<file path="src/rtl/orpsoc_rst_seq.sv">
// orpsoc_rst_seq: multi-domain reset sequencer for the SoC top level.
// Async assert, synchronised and staggered release, timed warm reset.
// Ports:
//   wb_clk_i       system clock
//   wb_rst_n_i     async active-low external / power-on reset
//   soft_rst_req_i warm reset request (level, sync to wb_clk_i)
//   rst_o          per-channel active-high reset
//   done_o         all channels released
//   cause_o        last cause: 01 external, 10 soft
//   soft_cnt_o     saturating count of accepted soft resets
module orpsoc_rst_seq #(
  parameter int NUM_CH      = 3,
  parameter int SYNC_STAGES = 2,
  parameter int CNT_W       = 8,
  parameter logic [NUM_CH*CNT_W-1:0] CH_DELAY =
    {8'd16, 8'd8, 8'd0},
  parameter int HOLD_CYCLES = 4
) (
  input  logic              wb_clk_i,
  input  logic              wb_rst_n_i,
  input  logic              soft_rst_req_i,
  output logic [NUM_CH-1:0] rst_o,
  output logic              done_o,
  output logic [1:0]        cause_o,
  output logic [7:0]        soft_cnt_o
);

  typedef enum logic [1:0] {
    S_HOLD,
    S_SEQ,
    S_RUN,
    S_SOFT
  } state_t;

  function automatic logic [CNT_W-1:0] f_max(
    input logic [NUM_CH*CNT_W-1:0] d
  );
    logic [CNT_W-1:0] m;
    m = '0;
    for (int k = 0; k < NUM_CH; k++) begin
      if (d[k*CNT_W +: CNT_W] > m) m = d[k*CNT_W +: CNT_W];
    end
    return m;
  endfunction

  localparam logic [CNT_W-1:0] MAX_D  = f_max(CH_DELAY);
  localparam logic [CNT_W-1:0] LIM    =
    {{(CNT_W-1){1'b1}}, 1'b0};
  localparam logic [CNT_W-1:0] HOLD_C = CNT_W'(HOLD_CYCLES);
  localparam logic [CNT_W-1:0] HOLD_M1 =
    CNT_W'(HOLD_CYCLES - 1);
  localparam bit P_OK =
    (NUM_CH >= 1) && (NUM_CH <= 8) &&
    (SYNC_STAGES >= 2) &&
    (HOLD_CYCLES >= 1) &&
    (HOLD_CYCLES < (2 ** CNT_W)) &&
    (MAX_D <= LIM);

  logic [SYNC_STAGES-1:0] r_sync;
  state_t                 r_state;
  logic [CNT_W-1:0]       r_cnt;
  logic [NUM_CH-1:0]      r_rst;
  logic                   r_done;
  logic [1:0]             r_cause;
  logic [7:0]             r_soft_cnt;

  logic                   w_rst_sync;
  logic                   w_soft;
  state_t                 w_state_nx;
  logic [CNT_W-1:0]       w_cnt_nx;
  logic [NUM_CH-1:0]      w_rst_nx;
  logic                   w_done_nx;
  logic [1:0]             w_cause_nx;
  logic [7:0]             w_scnt_nx;

  assign w_rst_sync = r_sync[SYNC_STAGES-1];

  always_ff @(posedge wb_clk_i or negedge wb_rst_n_i) begin
    if (!wb_rst_n_i) begin
      r_sync     <= '0;
      r_state    <= S_HOLD;
      r_cnt      <= '0;
      r_rst      <= '1;
      r_done     <= 1'b0;
      r_cause    <= 2'b01;
      r_soft_cnt <= 8'd0;
    end else begin
      r_sync     <= {r_sync[SYNC_STAGES-2:0], 1'b1};
      r_state    <= w_state_nx;
      r_cnt      <= w_cnt_nx;
      r_rst      <= w_rst_nx;
      r_done     <= w_done_nx;
      r_cause    <= w_cause_nx;
      r_soft_cnt <= w_scnt_nx;
    end
  end

  always_comb begin
    w_state_nx = r_state;
    w_cnt_nx   = r_cnt;
    w_rst_nx   = r_rst;
    w_done_nx  = r_done;
    w_cause_nx = r_cause;
    w_scnt_nx  = r_soft_cnt;
    w_soft     = 1'b0;
    unique case (r_state)
      S_HOLD: begin
        if (w_rst_sync) begin
          w_state_nx = S_SEQ;
          w_cnt_nx   = '0;
        end
      end
      S_SEQ: begin
        w_cnt_nx = r_cnt + CNT_W'(1);
        for (int k = 0; k < NUM_CH; k++) begin
          if (r_cnt == CH_DELAY[k*CNT_W +: CNT_W])
            w_rst_nx[k] = 1'b0;
        end
        // The RUN-entry edge completes; a pending
        // request is taken on the following edge.
        if (r_cnt == MAX_D) begin
          w_state_nx = S_RUN;
          w_done_nx  = 1'b1;
        end else if (soft_rst_req_i) begin
          w_soft = 1'b1;
        end
      end
      S_RUN: begin
        if (soft_rst_req_i) w_soft = 1'b1;
      end
      S_SOFT: begin
        if (r_cnt < HOLD_C) w_cnt_nx = r_cnt + CNT_W'(1);
        if ((r_cnt >= HOLD_M1) && !soft_rst_req_i) begin
          w_state_nx = S_SEQ;
          w_cnt_nx   = '0;
        end
      end
      default: begin
        w_state_nx = S_HOLD;
        w_cnt_nx   = '0;
      end
    endcase
    if (w_soft) begin
      w_state_nx = S_SOFT;
      w_cnt_nx   = '0;
      w_rst_nx   = '1;
      w_done_nx  = 1'b0;
      w_cause_nx = 2'b10;
      if (r_soft_cnt != 8'hFF)
        w_scnt_nx = r_soft_cnt + 8'd1;
    end
  end

  always_ff @(posedge wb_clk_i) begin
    assert (P_OK)
      else $error("orpsoc_rst_seq: illegal parameters");
  end

  assign rst_o      = r_rst;
  assign done_o     = r_done;
  assign cause_o    = r_cause;
  assign soft_cnt_o = r_soft_cnt;

endmodule

</file>
<file path="config.mk">
export PLATFORM = sky130hd
export DESIGN_NAME = orpsoc_rst_seq
export DESIGN_NICKNAME = d
export VERILOG_FILES = /design/src/rtl/orpsoc_rst_seq.sv
export SDC_FILE = /design/constraint.sdc
export NUM_CORES = 1
export LEC_CHECK = 0
export BUFFER_PORTS_ARGS = -buffer_cell sky130_fd_sc_hd__buf_2
export CORE_MARGIN = 2
export CORE_UTILIZATION = 57
export CTS_CLUSTER_DIAMETER = 80
export DETAILED_ROUTE_END_ITERATION = 16
export PLACE_DENSITY = 0.78
export SLEW_MARGIN = 20
export SYNTH_ARGS = -nofsm -noshare
export SYNTH_HDL_FRONTEND = slang
export SYNTH_SLANG_ARGS = --single-unit
export TNS_END_PERCENT = 5
</file>
<file path="constraint.sdc">
create_clock -name wb_clk_i -period 2.81 [get_ports wb_clk_i]
set_input_delay 0.281 -clock wb_clk_i [delete_from_list [all_inputs] [get_ports wb_clk_i]]
set_output_delay 0.281 -clock wb_clk_i [all_outputs]
set_load 0.02 [all_outputs]
</file>
==> After elaboration in Yosys (flattened, before gate mapping) <==
Index checks and enable logic that the tools add are counted.
{ "op_classes": {"add_sub_neg": 2, "multipliers": 0, "div": 0, "order_cmp": 2, "eq_ne": 10, "shifts": 0, "n_mux": 21, "bitwise": 0, "n_reduce_logical": 15} }
{ "op_table": {"columns": ["op", "count"], "rows": [
  ["8-bit two-way mux", 4],
  ["8-bit case mux with 3 select lines", 1],
  ["8-bit by 1-bit adder with 8-bit output (second input constant)", 2],
  ["3-bit != test (second input constant)", 3],
  ["8-bit by 4-bit == test with 1-bit output (second input constant)", 1],
  ["8-bit by 5-bit == test with 1-bit output (second input constant)", 1],
  ["8-bit by 2-bit greater-or-equal comparator with 1-bit output (second input constant)", 1],
  ["8-bit logical NOT", 1],
  ["8-bit by 3-bit less-than comparator with 1-bit output (second input constant)", 1],
  ["1-bit two-way mux", 8],
  ["2-bit two-way mux", 4],
  ["8-bit != test (second input constant)", 1],
  ["2-bit AND reduction", 4],
  ["2-bit nonzero test", 4],
  ["3-bit two-way mux", 2],
  ["2-bit case mux with 3 select lines", 1],
  ["2-bit == test (second input constant)", 2],
  ["4-bit != test (second input constant)", 1],
  ["4-bit AND reduction", 1],
  ["4-bit nonzero test", 1],
  ["3-bit AND reduction", 1],
  ["2-bit by 1-bit == test with 1-bit output (second input constant)", 1],
  ["2-bit logical NOT", 1],
  ["1-bit case mux with 2 select lines", 1],
  ["2 further kinds", 2]
]} }
{ "word_totals": {"register_bits": 26, "latch_bits": 0, "mem_bits_rw": 0, "mem_bits_ro": 0, "input_bits": 3, "output_inout_bits": 14, "memories": 0} }

==> Logic depth before layout (Yosys ltp) <==
Gate-level depths: netlist (run 1).
{ "logic_depth": {"depth_word": 5, "ltp_mapped": 8, "mapped_depth_nobuf": 6} }

==> Worst setup path after synthesis (run 1) <==
Ideal clock, no wire load.
{ "synth_path": {"path_kind": "reg-to-reg", "from": "register r_state[1]", "to": "register r_soft_cnt[1] (netlist: soft_cnt_o[1])", "setup_time_ps": 125, "arrival_ps": 1822, "t_required_ps": 2685, "slack_ps": 863, "path_stages_with_launch": 8, "cell_sequence": "dfrtp_1 > inv_1 > ha_1 > clkbuf_1 > o211ai_1 > a31o_2 > nor2_1 > mux2_2"} }
{ "synth_between": {"elab_chain_cells": 3, "word_cells_on_any_way": 4} }
{ "synth_rtl": {"columns": ["item", "line", "source"], "rows": [
  ["from (decl)", "60", "state_t r_state;"],
  ["from (signal assigned)", "89", "r_state <= w_state_nx;"],
  ["2-bit == test / 2-bit by 1-bit == test with 1-bit output (equally long branches)", "106", "unique case (r_state)"],
  ["1-bit case mux with 2 select lines *", "106", null],
  ["2-bit AND reduction (no line) *", null, null],
  ["to (signal assigned)", "94", "r_soft_cnt <= w_scnt_nx;"],
  ["to (decl)", "65", "logic [7:0] r_soft_cnt;"]
]} }
Mark *: on every way between the ends. The rest lies on a longest branch, timed or not.
A chain may end at the register's enable or synchronous reset.

==> Final worst setup path (run 1) <==
{ "layout_path": {"from": "register r_state[1]", "to": "register r_soft_cnt[6] (netlist: soft_cnt_o[6])"} }
Same word-level chain as after synthesis.

==> results by group, run 1 <==
Status
  • Result of the run: complete, no violations

STA
  • Period utilisation layout: between 80% and 90%
  • Remaining max-slew budget at the tightest pin: between 30% and 40%
  • Hold violation total from the final report: 0
  • Setup Skew: approximately 0.012 ns
  • Transition at the pin with the smallest max-transition slack: approximately 0.91 ns
  • Worst hold-check slack: between 0.3 and 0.4 ns
  • Final number of max-transition violations: 0
  • Time the final worst path needs with I/O delays and setup: ~2.3 ns
  • Setup-failing EPs final: 0
  • Fmax: 434 MHz
  • Unrepaired setup endpoints after global routing: false
  • Setup Total Neg Slack: 0 ns

Clock network
  • CTS tree: yes
  • # H-tree levels: 1
  • Worst skew pair latency: 0.33 ns
  • Postcts setup bufs: 0
  • Number of buffers created by CTS: 3
  • CTS Root Cell: clkbuf_4
  • Num Clock Sinks: 26
  • Maximum number of buffers from clock root to sink: 2
  • Clock transition time at the flip-flop clock pins of the worst setup and hold paths: 0.16 ns

Worst setup path
  • Setup CP Type: flop to flop
  • Element type at the critical path end: flop
  • Beginning of the worst register-to-register path: r_state[1]
  • CP arrival: roughly 2.6 ns
  • RR Endpoint: soft_cnt_o[6]
  • Launching element type of the critical path: flop
  • Required time at the endpoint of the critical path: 3.06 ns
  • FF-to-FF path depth: 6
  • Top fanout value on the critical path: 11
  • Minimum setup slack among reg-to-reg paths: a little over 0.5 ns

Synthesis
  • Syn nets: about 170
  • Synthesized-area fraction occupied by ao, oa, aoi and oai cells: between 10% and 20%
  • Share of synthesized area spent on multiplexers: less than 1%
  • Async SR Flop Fraction: between 90% and 100%
  • Most frequent cell after synthesis: dfrtp_1
  • Simple-gate share of the synthesized area: 25.1%
  • Largest cells by area after synthesis: dfrtp_1, dfstp_2, ha_1
  • Count of flip-flops with a built-in enable after synthesis: 0
  • Total standard cell area after synthesis: around 1500 µm²
  • Ranking of synthesized cells by instance count: dfrtp_1, nand2_1, nand3_1, inv_1, nor2_1
  • Portion of the post-synthesis area used by sequential elements: between 40 and 50%
  • Top cell type by total area after synthesis: dfrtp_1
  • Adder-Cell Fraction of Synth Area: under 10%
  • Cells after Synth: ~160
  • Number of synthesized register bits: 26
  • Synth warnings: 0
  • Dominant combinational cell family by area after synthesis: simple AND/OR/NAND/NOR gates
  • Synthesized-area fraction occupied by xor and xnor cells: under 10%
  • Mapped Avg Cell Area: 9.41 µm²
  • Main synth FF type: dfrtp_1
  • Number of different library cells in the post-synthesis netlist: between 40 and 50
  • Area share of the largest cell type after synthesis: between 30% and 40%

Detailed routing
  • DRC Markers: 0
  • Total Routed Length: approximately 3400 µm
  • Violation count after the first detailed-route iteration: 52
  • Post-DRT Antenna Nets: 0
  • Number of detailed-routing iterations run before antenna repair: 4
  • Mean number of vias per cell: around 6.4
  • Mean routed wirelength per cell: between 15 and 20 µm
  • Vias after detailed routing: 1300

Floorplanning
  • Vertical extent of the die: 55.2 µm
  • Site Rows: 18
  • Placeable core area: ~2500 µm²
  • Overall die width: approximately 55 µm
  • Die Area: roughly 3000 µm²
  • Number of ports placed on the die boundary: 17
  • Initial standard-cell utilization of the core: 60.4%

Placement
  • Half-perimeter wire length after placement: 2360 µm
  • Routability Congestion: around 0.84
  • Dpl cells: between 150 and 200
  • Count of buffers inserted at the top-level ports: 16

Hold path
  • Source of the worst hold timing path: r_sync[0]
  • Worst Hold Class: flop to flop
  • Hold endpoint: r_sync[1]
  • Number of cells traversed by the worst hold path: 0

Layout
  • Final Net Count: roughly 180
  • Antenna Diode Count: 0
  • Synth-to-layout area growth: 9.78%
  • Fraction of layout instances using a drive strength above 1: a little under a fifth
  • Number of non-filler instances in the completed layout: 202
  • Final core occ: between 60% and 70%

Run
  • Number of violations of the max-capacitance limit: 0

Power and ir drop
  • Max rail drop VDD: approximately 0.00073 V
  • Leakage power figure: around 0.75 nW
  • Power Dens Cells: 964 nW/µm²

Global routing
  • Overflow left after global routing: 0
  • Number of antenna violations at the first check in global routing: 0
  • Largest net degree at the start of global routing: 27
  • Wire length of the first global-routing pass: about 6000 µm
  • Via count of the first global-routing pass: ~1300
  • Total routing usage reported by global routing: 23.8%
worst max path at each step:
stage,from,end,slack (ns)
floorplan,r_state[1],soft_cnt_o[1],0.86
global placement,r_state[1],r_cnt[2],0.74
detailed placement,r_state[1],r_cnt[2],0.64
CTS,r_state[1],soft_cnt_o[6],0.59
global route,r_state[1],soft_cnt_o[6],0.38
finish,r_state[1],soft_cnt_o[6],0.50
placed cells by master (no fill, tap or decap), drive strengths merged, types with 4 or more instances in the layout:
| master | count |
|---|---|
| dfrtp | 22 |
| buf | 16 |
| nand2 | 13 |
| nand3 | 10 |
| inv | 8 |
| nor2 | 8 |
| ha | 7 |
| xor2 | 6 |
| o21ai | 6 |
| nor3 | 5 |
| nand2b | 5 |
| a21oi | 5 |
| a211oi | 5 |
| nor4 | 5 |
| or2 | 4 |
| dfstp | 4 |
cell type report:
type	instances	area [µm²]
tap	30	37.5
sequential	26	656
clock buffer	3	22.5
inverter	8	30.0
fill	195	835
multi-input combinational	117	777
clock inverter	1	30.0
timing repair buffer	17	90.1
per-stage QoR:
step / area (µm²) / setup WS, ns / total power [mW]
after floorplan: 1500 / 0.863 / 1.12
after global placement: 1580 / 0.742 / 1.28
after detailed placement: 1580 / 0.645 / 1.31
after CTS: 1640 / 0.594 / 1.58
after global routing: 1640 / 0.380 / 1.69
final: 1640 / 0.505 / 1.58
critical path, stage by stage (launching register included):
cell and delay (ns):
dfrtp_1 0.45, inv_1 0.10, ha_1 0.38, o211ai_1 0.24
a31oi_1 0.72, a21oi_1 0.13, a31oi_1 0.20
report_power, final:
group	total, mW	internal (mW)	switching, mW	leakage [nW]
Sequential	0.550	0.457	0.0933	0.325
Combinational	0.770	0.300	0.469	0.393
Clock	0.264	0.144	0.120	0.0279
routing by layer:
layer / track usage (%) / routed length (µm)
met1: 32.3 / 1440
met2: 40.0 / 1760
met3: 4.45 / 134
met4: 4.53 / 36
met5: 0 / 0
sequential cells by signal, indices dropped and copies added, names as in the netlist:
name and flops:
soft_cnt_o 8, r_cnt 8, done_o 1, rst_o 3, r_state 2, cause_o 2
r_sync 2
repair_timing:
item,CTS,global route
hold buffers,1,0
gates resized for setup,0,0
hold endpoints to repair,22,0
kinds of logic after synthesis:
family | count (synthesis)
xor+xnor | 6
flops | 26
mux | 1
other cells | 1
compound gates | 35
fa+ha+maj | 7
buf+inv | 16
simple gates | 67
No activity file was read; power rests on OpenSTA's default activity.
==> inputs of run 2 (changes only) <==
Settings changed: CORE_UTILIZATION 57 to 51, PLACE_DENSITY 0.78 to 0.74.
Clock period 2.81 ns to 1.9 ns, I/O delays scaled along.
==> run 2 against run 1 <==
Routed wire length is 16% higher. Sequential power is 50% higher. Clock power rose by 45%. Clock skew down 0.0086 ns. Largest power group unchanged. Sequential share of layout area is 7.9 points lower. The run now ends with setup timing left. Power up 96%. Die area is 11% higher.
==> results by group, run 2 (same netlist as run 1, synthesis figures left out) <==
Detailed routing
  • Post-DRT Antenna Nets: 0 (unchanged)
  • Mean number of vias per cell: 6.15 (-4.4%)
  • Vias after detailed routing: 1397 (+7.5%)
  • DRC Markers: 0 (unchanged)
  • Total Routed Length: 3920 µm (+16%)
  • Mean routed wirelength per cell: 17.3 µm (+3.6%)
  • Number of detailed-routing iterations run before antenna repair: 4 (unchanged)
  • Violation count after the first detailed-route iteration: 109 (+110%)

Status
  • Result of the run: finished with violations
  • Failing checks: setup timing

Floorplanning
  • Number of ports placed on the die boundary: 17 (unchanged)
  • Die Area: 3380 µm² (+11%)
  • Overall die width: 58.2 µm (+5.3%)
  • Site Rows: 19 (+1)
  • Placeable core area: 2780 µm² (+12%)
  • Initial standard-cell utilization of the core: 53.8% (-6.6 points)
  • Vertical extent of the die: 58.2 µm (+5.3%)

Placement
  • Setup Slack @ Placement: -0.115 ns (-0.759 ns)
  • Count of buffers inserted at the top-level ports: 16 (unchanged)
  • Dpl cells: 217 (+10%)
  • Routability Congestion: 0.916 (+8.5%)
  • Area after detailed placement: 1720 µm² (+9.1%)
  • Half-perimeter wire length after placement: 2510 µm (+6.4%)

Layout
  • Leading cell type in the layout, fill and taps excluded: dfrtp_1
  • Antenna Diode Count: 0 (unchanged)
  • Synth-to-layout area growth: 37.3%
  • Number of non-filler instances in the completed layout: 227 (+12%)
  • Footprint of the multi-input gates: 995 µm² (+28%)
  • Count of filler cells inserted in the layout: 193 (-1.0%)
  • Final design instance area without fill: 2050 µm² (+25%)
  • Most used cells in the layout excluding fill and tap cells: dfrtp_1, buf_4, buf_2
  • Fraction of layout instances using a drive strength above 1: 42.3% (+24 points)
  • Final Net Count: 207 (+13%)
  • Total area of sequential cells: 657 µm² (+0.19%)

Worst setup path
  • FF-to-FF path depth: 7 (+1)
  • Element type at the critical path end: flop
  • Launching element type of the critical path: flop
  • Required time at the endpoint of the critical path: 2.12 ns (-0.94 ns)
  • Setup CP Type: flop to flop
  • Top fanout value on the critical path: 6 (-5)
  • CP arrival: 2.19 ns (-0.37 ns)

Clock network
  • CTS Root Cell: clkbuf_4
  • Worst skew pair latency: 0.33 ns (about the same)
  • Number of buffers created by CTS: 3 (unchanged)
  • Num Clock Sinks: 26 (unchanged)
  • Clock transition time at the flip-flop clock pins of the worst setup and hold paths: 0.14 ns (-0.02 ns)
  • Maximum number of buffers from clock root to sink: 2 (unchanged)
  • CTS tree: yes
  • # H-tree levels: 1 (unchanged)

STA
  • Setup Skew: 0.00296 ns (-0.00855 ns)
  • Hold violation total from the final report: 0 (unchanged)
  • Remaining max-slew budget at the tightest pin: 58.6% (+20 points)
  • Transition at the pin with the smallest max-transition slack: 0.618 ns (-0.293 ns)
  • Period utilisation layout: 103% (+21 points)
  • Post-route worst setup slack: -0.0650 ns (-0.570 ns)
  • Fmax: 509 MHz (+17%)
  • Setup-failing EPs final: 7 (+7)
  • Unrepaired setup endpoints after global routing: true
  • Time the final worst path needs with I/O delays and setup: 1.97 ns (-0.340 ns)
  • Setup Total Neg Slack: -0.287 ns (-0.287 ns)
  • Final number of max-transition violations: 0 (unchanged)

Hold path
  • Number of cells traversed by the worst hold path: 4 (+4)
  • Worst Hold Class: input port to flop

Global routing
  • Via count of the first global-routing pass: 1341 (+5.7%)
  • Largest net degree at the start of global routing: 27 (unchanged)
  • Total routing usage reported by global routing: 23.7% (-0.11 points)
  • Wire length of the first global-routing pass: 6110 µm (+3.0%)
  • Overflow left after global routing: 0 (unchanged)
  • Number of antenna violations at the first check in global routing: 0 (unchanged)

Power and ir drop
  • Internal power of the cells: 1.79 mW (+99%)
  • Sequential share of power: 26.6% (-8.1 points)
  • Share of total power consumed by net switching: 42.2% (-0.85 points)
  • Total design power: 3.11 mW (+96%)
  • Power Dens Cells: 1510 nW/µm² (+57%)
  • Part of the power in the clock network: 12.3% (-4.4 points)
  • Max rail drop VDD: 0.00120 V (+63%)
  • Total net switching power: 1.31 mW (+92%)
  • Leakage power figure: 0.900 nW (+21%)
  • Fraction of power consumed by combinational cells: 61.1% (+13 points)

Run
  • Number of violations of the max-capacitance limit: 0 (unchanged)
## run 2: changes by cell type in the layout (fill, tap and decap cells not counted), sizes merged
cell,delta
buf,+23
clkbuf,+1
## run 2: final timing paths
kind                                start             to  slack [ns]
setup / recovery               r_state[1]       r_cnt[3]       -0.07
hold / removal             soft_rst_req_i     r_state[0]        0.36
setup reg to reg               r_state[1]       r_cnt[3]       -0.07
hold reg to reg                 r_sync[0]      r_sync[1]        0.37
max in group asynchronous      wb_rst_n_i     r_state[0]        1.10
min in group asynchronous      wb_rst_n_i  soft_cnt_o[0]        0.39
## run 2: metrics by stage
step                      util [%]  hold slack, ns
after global routing          73.9           0.360
after detailed placement      62.0           0.219
after floorplan                  -          -0.106
after CTS                     65.6           0.311
after global placement        62.0           0.215
final                         73.9           0.364
## run 2: final cells by class
type,count,share of cell area [%]
clock buffers,3,1.10
well taps,31,1.89
inverters,8,1.58
flip-flops and latches,26,32.0
multi-input cells,117,48.4
clock inverters,1,1.46
repair buffers,41,13.6
## run 2: power by group through the flow
stage / Combinational (mW) / Clock [mW] / Sequential (mW)
2_1_floorplan: 0.789 / 0 / 0.876
5_1_grt: 2.04 / 0.413 / 0.844
4_1_cts: 1.43 / 0.394 / 0.803
3_3_place_gp: 1.28 / 0 / 0.802
3_5_place_dp: 1.33 / 0 / 0.812
6_report: 1.90 / 0.383 / 0.826
## run 2: worst max-delay path, cell delays in order, from the launching register on
cell	delay, ns
dfrtp_1	0.45
buf_4	0.16
ha_4	0.17
nor4b_4	0.13
a221o_2	0.42
buf_6	0.16
a211oi_4	0.24
o32ai_2	0.11
## run 2: routing by layer
layer / up-vias / share of wire [%] / GRT usage (%)
met5: - / 0 / 0
met4: 0 / 1.6 / 10.6
met3: 7 / 3.9 / 2.46
met2: 44 / 53 / 40.1
met1: 691 / 41 / 30.5
li1: 655 / - / -
## run 2: repair_timing
item / in CTS / in global routing
hold endpoints to repair: 22 / 0
setup endpoints to repair: 9 / 18
gates resized for setup: 9 / 38
buffers inserted: 2 / 3
hold buffers: 1 / 0
pin swaps: 2 / 13
